`src/rtl/serial_adder_ctrl_pkg.sv`:
```
// Shared definitions for the bit-serial adder controller.
//   DEFAULT_WIDTH : default operand/result width
//   state_e       : controller state encoding (IDLE, RUN, DONE)
package serial_adder_ctrl_pkg;

  localparam int unsigned DEFAULT_WIDTH = 8;

  typedef enum logic [1:0] {
    IDLE = 2'd0,
    RUN  = 2'd1,
    DONE = 2'd2
  } state_e;

endpackage

```
`src/rtl/serial_adder_ctrl_if.sv`:
```
// Launch/result handshake bundle for serial_adder_ctrl.
//   start, a, b, cin (, sub) : launch request and operands (master -> slave)
//   busy, done, sum, cout    : status and registered result (slave -> master)
// Optional macro SERIAL_ADDER_SUB_EN adds the 1-bit sub request.
interface serial_adder_ctrl_if
  import serial_adder_ctrl_pkg::*;
#(
  parameter int unsigned WIDTH = DEFAULT_WIDTH
);

  logic             start;
  logic [WIDTH-1:0] a;
  logic [WIDTH-1:0] b;
  logic             cin;
`ifdef SERIAL_ADDER_SUB_EN
  logic             sub;
`endif
  logic             busy;
  logic             done;
  logic [WIDTH-1:0] sum;
  logic             cout;

`ifdef SERIAL_ADDER_SUB_EN
  modport master (output start, a, b, cin, sub, input busy, done, sum, cout);
  modport slave  (input start, a, b, cin, sub, output busy, done, sum, cout);
`else
  modport master (output start, a, b, cin, input busy, done, sum, cout);
  modport slave  (input start, a, b, cin, output busy, done, sum, cout);
`endif

endinterface

```
`src/rtl/serial_adder_ctrl_full_adder.sv`:
```
// Single-bit full adder cell shared by the serial adder datapath.
//   a, b, cin : addend bits and carry-in
//   sum, cout : sum bit and carry-out
module full_adder (
  input  logic a,
  input  logic b,
  input  logic cin,
  output logic sum,
  output logic cout
);

  assign sum  = a ^ b ^ cin;
  assign cout = (a & b) | (a & cin) | (b & cin);

endmodule

```
`src/rtl/serial_adder_ctrl.sv`:
```
// Bit-serial adder controller: one full_adder cell plus a carry flop
// sequenced over WIDTH bits, LSB first. A result takes WIDTH RUN cycles,
// followed by a one-cycle done pulse.
//   clk   : rising-edge clock
//   rst_n : asynchronous active-low reset
//   bus   : slave side of serial_adder_ctrl_if (start/a/b/cin in,
//           busy/done/sum/cout out)
// Optional macro SERIAL_ADDER_SUB_EN: bus.sub=1 computes a - b by loading
// ~b and a forced carry-in of 1; cout=1 then means no borrow.
module serial_adder_ctrl
  import serial_adder_ctrl_pkg::*;
#(
  parameter int unsigned WIDTH = DEFAULT_WIDTH
) (
  input  logic                clk,
  input  logic                rst_n,
  serial_adder_ctrl_if.slave  bus
);

  localparam int unsigned    CW   = $clog2(WIDTH + 1);
  localparam logic [CW-1:0]  LAST = CW'(WIDTH - 1);

  state_e           state;
  logic [WIDTH-1:0] a_sr;
  logic [WIDTH-1:0] b_sr;
  logic [WIDTH-1:0] acc_sr;
  logic             carry_q;
  logic [CW-1:0]    cnt;

  logic             fa_s;
  logic             fa_c;
  logic [WIDTH-1:0] acc_next;
  logic [WIDTH-1:0] b_load;
  logic             c_load;

  full_adder u_fa (
    .a    (a_sr[0]),
    .b    (b_sr[0]),
    .cin  (carry_q),
    .sum  (fa_s),
    .cout (fa_c)
  );

  // Shifting through the concatenation keeps this valid for WIDTH=1,
  // where the accumulator is just the current sum bit.
  always_comb begin
    acc_next = WIDTH'({fa_s, acc_sr} >> 1);
  end

`ifdef SERIAL_ADDER_SUB_EN
  always_comb begin
    b_load = bus.sub ? ~bus.b : bus.b;
    c_load = bus.sub ? 1'b1 : bus.cin;
  end
`else
  always_comb begin
    b_load = bus.b;
    c_load = bus.cin;
  end
`endif

  always_ff @(posedge clk or negedge rst_n) begin
    if (!rst_n) begin
      state    <= IDLE;
      a_sr     <= '0;
      b_sr     <= '0;
      acc_sr   <= '0;
      carry_q  <= 1'b0;
      cnt      <= '0;
      bus.busy <= 1'b0;
      bus.done <= 1'b0;
      bus.sum  <= '0;
      bus.cout <= 1'b0;
    end else begin
      case (state)
        IDLE: begin
          bus.done <= 1'b0;
          if (bus.start) begin
            a_sr     <= bus.a;
            b_sr     <= b_load;
            carry_q  <= c_load;
            cnt      <= '0;
            bus.busy <= 1'b1;
            state    <= RUN;
          end
        end
        RUN: begin
          acc_sr  <= acc_next;
          a_sr    <= a_sr >> 1;
          b_sr    <= b_sr >> 1;
          carry_q <= fa_c;
          cnt     <= cnt + 1'b1;
          // Result registers take the accumulator including this cycle's bit.
          if (cnt == LAST) begin
            bus.sum  <= acc_next;
            bus.cout <= fa_c;
            bus.busy <= 1'b0;
            bus.done <= 1'b1;
            state    <= DONE;
          end
        end
        DONE: begin
          bus.done <= 1'b0;
          state    <= IDLE;
        end
        default: begin
          bus.busy <= 1'b0;
          bus.done <= 1'b0;
          state    <= IDLE;
        end
      endcase
    end
  end

endmodule

```
`src/flat_wrapper.sv`:
```
// flat-port wrapper written by rule: the top's interface ports become plain ports
module serial_adder_ctrl_flat import serial_adder_ctrl_pkg::*;
#(
  parameter int unsigned WIDTH = DEFAULT_WIDTH
)
  (clk, rst_n, bus_start, bus_a, bus_b, bus_cin, bus_busy, bus_done, bus_sum, bus_cout);
  serial_adder_ctrl_if #(.WIDTH(WIDTH)) bus_i ();
  input  logic clk;
  input  logic rst_n;
  input wire logic [$bits(bus_i.start)-1:0] bus_start;
  input wire logic [$bits(bus_i.a)-1:0] bus_a;
  input wire logic [$bits(bus_i.b)-1:0] bus_b;
  input wire logic [$bits(bus_i.cin)-1:0] bus_cin;
  output wire logic [$bits(bus_i.busy)-1:0] bus_busy;
  output wire logic [$bits(bus_i.done)-1:0] bus_done;
  output wire logic [$bits(bus_i.sum)-1:0] bus_sum;
  output wire logic [$bits(bus_i.cout)-1:0] bus_cout;
  assign bus_i.start = bus_start;
  assign bus_i.a = bus_a;
  assign bus_i.b = bus_b;
  assign bus_i.cin = bus_cin;
  assign bus_busy = bus_i.busy;
  assign bus_done = bus_i.done;
  assign bus_sum = bus_i.sum;
  assign bus_cout = bus_i.cout;
  serial_adder_ctrl #(.WIDTH(WIDTH)) u_core (.clk(clk), .rst_n(rst_n), .bus(bus_i));
endmodule
```
`config.mk`:
```
export PLATFORM = sky130hd
export DESIGN_NAME = serial_adder_ctrl_flat
export DESIGN_NICKNAME = d
export VERILOG_FILES = /design/src/rtl/serial_adder_ctrl_pkg.sv /design/src/rtl/serial_adder_ctrl_if.sv /design/src/rtl/serial_adder_ctrl_full_adder.sv /design/src/rtl/serial_adder_ctrl.sv /design/src/flat_wrapper.sv
export SDC_FILE = /design/constraint.sdc
export NUM_CORES = 1
export LEC_CHECK = 0
export CAP_MARGIN = 20
export CELL_PAD_IN_SITES_DETAIL_PLACEMENT = 0
export CELL_PAD_IN_SITES_GLOBAL_PLACEMENT = 1
export CORE_ASPECT_RATIO = 0.75
export CORE_UTILIZATION = 40
export CTS_BUF_LIST = sky130_fd_sc_hd__clkbuf_8
export DETAILED_ROUTE_END_ITERATION = 7
export PLACE_DENSITY = 0.83
export SYNTH_ARGS = -nofsm -noshare
export SYNTH_HDL_FRONTEND = slang
export SYNTH_SLANG_ARGS = --single-unit
```
`constraint.sdc`:
```
create_clock -name clk -period 4.7 [get_ports clk]
set_input_delay 0.94 -clock clk [delete_from_list [all_inputs] [get_ports clk]]
set_output_delay 0.94 -clock clk [all_outputs]
set_load 0.005 [all_outputs]
```
; Yosys cells after proc, flatten, opt, wreduce, memory -nomap -nowiden
; Cells that the tools add are included.
[word_totals]
word_cells = 46
ff_bits = 42
out_inout_bits = 11
in_bits = 20
[op_classes]
reduce_logical = 6
eq_ne = 5
n_mux = 16
addsub = 1
bitwise = 8
[op_table]
columns = op, n
row1 = 8-bit case mux with 2 select lines, 2
row2 = 8-bit 2-to-1 mux, 2
row3 = 4-bit case mux with 2 select lines, 1
row4 = 2-bit AND reduction, 3
row5 = 1-bit 2-to-1 mux, 5
row6 = "4-bit by 1-bit adder with 4-bit output, second input constant", 1
row7 = "4-bit by 3-bit == test with 1-bit output, second input constant", 1
row8 = 2-bit 2-to-1 mux, 2
row9 = 4-bit 2-to-1 mux, 1
row10 = 2-bit case mux with 2 select lines, 1
row11 = 1-bit bitwise AND, 3
row12 = 1-bit case mux with 3 select lines, 1
row13 = 3-bit AND reduction, 1
row14 = "2-bit by 1-bit == test with 1-bit output, second input constant", 1
row15 = "2-bit == test, second input constant", 1
row16 = 2-bit zero test, 1
row17 = "2-bit by 1-bit inequality test with 1-bit output, second input constant", 1
row18 = "2-bit inequality test, second input constant", 1
row19 = 1-bit bitwise OR, 2
row20 = 1-bit case mux with 2 select lines, 1
row21 = 2-bit nonzero test, 1
row22 = 1-bit bitwise XOR, 2
row23 = 1-bit NOT, 1

; Depth between registers and ports, before layout
[depth]
word_depth = 4
ltp_mapped = 5
mapped_depth_nobuf = 4

; Cells and area by module
; A second synthesis with hierarchy kept.
[hier_totals]
hier_cells = 174
area_unflattened_um2 = 1875.5
[by_module_without_submodules]
columns = mod, n_inst, cells_each, area_per_inst_um2, seq_area_each_um2
row1 = serial_adder_ctrl, 1, 173, 1855.5, 1026.0
row2 = full_adder, 1, 1, 20.0, 0.0

; Worst setup path after synthesis
; OpenSTA, ideal clock, no wires.
[synth_path]
path_kind = input -> register
from = in bus_start
to = reg u_core.cnt[2]
required_ns = 4.617
t_arrival_ns = 1.553
path_buffers = 1
setup_time_ns = 0.083
path_stages = 4
slack_ns = 3.064
path_cell_list = o21bai_1 buf_2 nand2_1 o21ai_0
[synth_via]
elab_chain_len = 2
[synth_lines]
columns = element, line
row1 = start: declaration, flat_wrapper.sv:10  ; input wire logic [$bits(bus_i.start)-1:0] bus_start;
row2 = 2-bit inequality test (no source line), --
row3 = 2-bit AND reduction (no source line), --
row4 = end signal: assignment, serial_adder_ctrl.sv:92  ; cnt <= cnt + 1'b1;
row5 = end: declaration, serial_adder_ctrl.sv:28  ; logic [CW-1:0] cnt;
; Every way passes these cells.
; A chain may end at the register's enable or synchronous reset.

; Worst setup path in the final report
[layout_path]
from = in bus_start
to = reg u_core.cnt[3]
; Same word-level chain as after synthesis.

==> results.txt <==
Critical path fanouts, max: 15
Post_cts resized: 0
Met3 wire len: 115 um
GRT Overall Usage: 0.172
Hold_buf cts: 0
Endpoints failing setup: 0
Chip Height: 60.1 um
Hold/Removal Path Class: reg2reg
GR Overflow Total: 0
Required time of the critical path: 4.87 ns
Num CTS Buffers: 5
CTS sink cnt: 41
Final core utilization: 0.528
Worst-margin pin slew: 1.01 ns
Die area: 0.00477 mm2
Drt initial violations: 106
Fin crit period: 2.45 ns
Final Max Tran Viols: 0
Met2 wire len: 1.56 mm
Post-CTS Setup Bufs: 0
Max-cap violations: 0
WHS: 0.477 ns
LEAKAGE: 0.972 nW
Fraction of layout cells with a size suffix above 1: 0.0942
Drt pass-1 iters: 4
DR WL/cell: 14.2 um
Drt total wl: 3.50 mm
Antenna violations before repair: 0
Final Hold Vio Count: 0
Seq/Total Area, Yosys: 0.570
Slew margin rel.: 0.325
Fin nets: 213
Final TNS setup: 0 ns
Global-route wire length before repair: 6.05 mm
Diode count: 0
# H-tree levels: 2
P&R area growth vs syn: 22.6%
Crit Path Class: in2reg
Cell count after synthesis: 164
Post-synthesis cell type count: 24
Max Clk Rate: 0.408 GHz
DRT met1 WL: 1.76 mm
Max VDD drop: 0.236 mV
Clk_lat worst skew: 0.29 ns
Initial Utilization: 0.431
Worst EP arrival: 2.63 ns
Mapped Area: 0.00180 mm2
Pwr/cell area: 590 mW/mm2
Run status: finished clean
CTS tree: done
DR vias: 1,291
Register area: 0.00103 mm2
Max Used Layer: met4
PnR worst setup slack: 2.25 ns
Vias in the first global route: 1,293
Post-DP HPWL: 2.27 mm
Crit path launch type: input pin
Commonest non-fill, non-tap cell in the layout: dfrtp_1
Unrepaired setup endpoints after global routing: false
Post-Syn Nets: 186
GPL Wtd Cong: 0.782
Buffers on Ports: 30
# DRC: 0
Number of nets still failing antenna checks after routing: 0
Num ports: 31
Clock skew: 0.00770 ns
CORE AREA: 0.00418 mm2
Setup crit end kind: register
Largest net degree at the start of global routing: 42
Die width: 79.4 um
Period Utilization, post-route: 0.522
# rows: 20
Yosys reg bits: 41
Avg Cell Area, Syn: 11.0 um2
CTS Buffer Depth: 2
Vias per cell: 5.25
Setup WS pre-CTS: 1.94 ns
Multi-input combinational cell area: 708 um2
FILL cells: 360
Most frequent cells in the layout: dfrtp_1, nand2_1, clkdlybuf4s50_1, o21ai_0, a22oi_1
Clock root cell: clkbuf_8
Synthesis Warnings: 0
Reg clk slew, reported paths: 0.08 ns
metrics by stage:
stage	power, W	instance area [um2]	std cells
final	0.00130	2210	246
after CTS	0.00131	2210	246
after detailed placement	0.00104	2100	239
after floorplan	0.000875	1800	164
after global placement	0.00102	2100	239
after global routing	0.00140	2210	246
sequential cells by signal (all words and copies together) (netlist names):
signal,flops
u_core.bus.done,1
u_core.b_sr,8
u_core.bus.busy,1
u_core.bus.cout,1
u_core.carry_q,1
u_core.a_sr,8
u_core.cnt,4
u_core.acc_sr,7
u_core.state,2
u_core.bus.sum,8
cell type report:
type / instances / area share
tap: 55 / 0.0312
clock buffer: 5 / 0.0312
timing repair buffer: 30 / 0.134
inverter: 1 / 0.00170
multi-input combinational: 112 / 0.321
sequential: 41 / 0.465
clock inverter: 2 / 0.0159
metal layers:
metal  global-route usage  vias up
met5                    0        -
met3               0.0382        6
met4               0.0935        0
li1                     -      620
met1                0.229      639
met2                0.265       26
synthesized netlist by cell type:
master / instances / area (um2)
nand2_1: 34 / 128
clkbuf_1: 3 / 11.3
buf_2: 6 / 30.0
o21ai_0: 20 / 100
a22o_1: 1 / 8.76
a32o_1: 1 / 10.0
inv_1: 1 / 3.75
fa_1: 1 / 20.0
ha_1: 1 / 12.5
dfrtp_1: 41 / 1030
nor2b_1: 9 / 56.3
mux2_4: 9 / 135
a21oi_1: 8 / 40.0
o21bai_1: 1 / 7.51
a22oi_1: 15 / 113
and2b_1: 1 / 7.51
and2_4: 1 / 8.76
o311ai_0: 1 / 8.76
nand3_1: 2 / 10.0
buf_12: 1 / 20.0
mux2i_1: 1 / 10.0
nor2_1: 3 / 11.3
and3b_1: 1 / 8.76
nand2b_1: 2 / 12.5
critical path, stage by stage:
cell	delay (ns)
clkdlybuf4s50_1	0.57
o21bai_1	0.86
nand2_1	0.11
o311ai_0	0.14
power breakdown:
group          switching [W]  internal, W  leakage, nW
sequential          0.000119     0.000493        0.529
clock               0.000114     0.000154       0.0540
combinational       0.000180     0.000240        0.389
total               0.000414     0.000887        0.972
worst paths after layout:
path	start	end	slack, ns	cells past startpoint
max reg2reg	u_core.state[0]	u_core.bus.cout	2.48	3
max in group asynchronous	rst_n	u_core.b_sr[5]	3.37	1
max	bus_start	u_core.cnt[3]	2.25	4
min reg2reg	u_core.b_sr[3]	u_core.b_sr[3]	0.48	2
min in group asynchronous	rst_n	u_core.a_sr[3]	0.77	1
min	u_core.b_sr[3]	u_core.b_sr[3]	0.48	2
logic make-up after synthesis:
| kind of cell | synth area share |
|---|---|
| AND/OR/NAND/NOR | 0.135 |
| AO/OA/AOI/OAI | 0.160 |
| flip-flops | 0.570 |
| buffers and inverters | 0.0362 |
| multiplexers | 0.0807 |
| adder cells (fa/ha/maj) | 0.0181 |
Power figures use the tool's default switching activity.
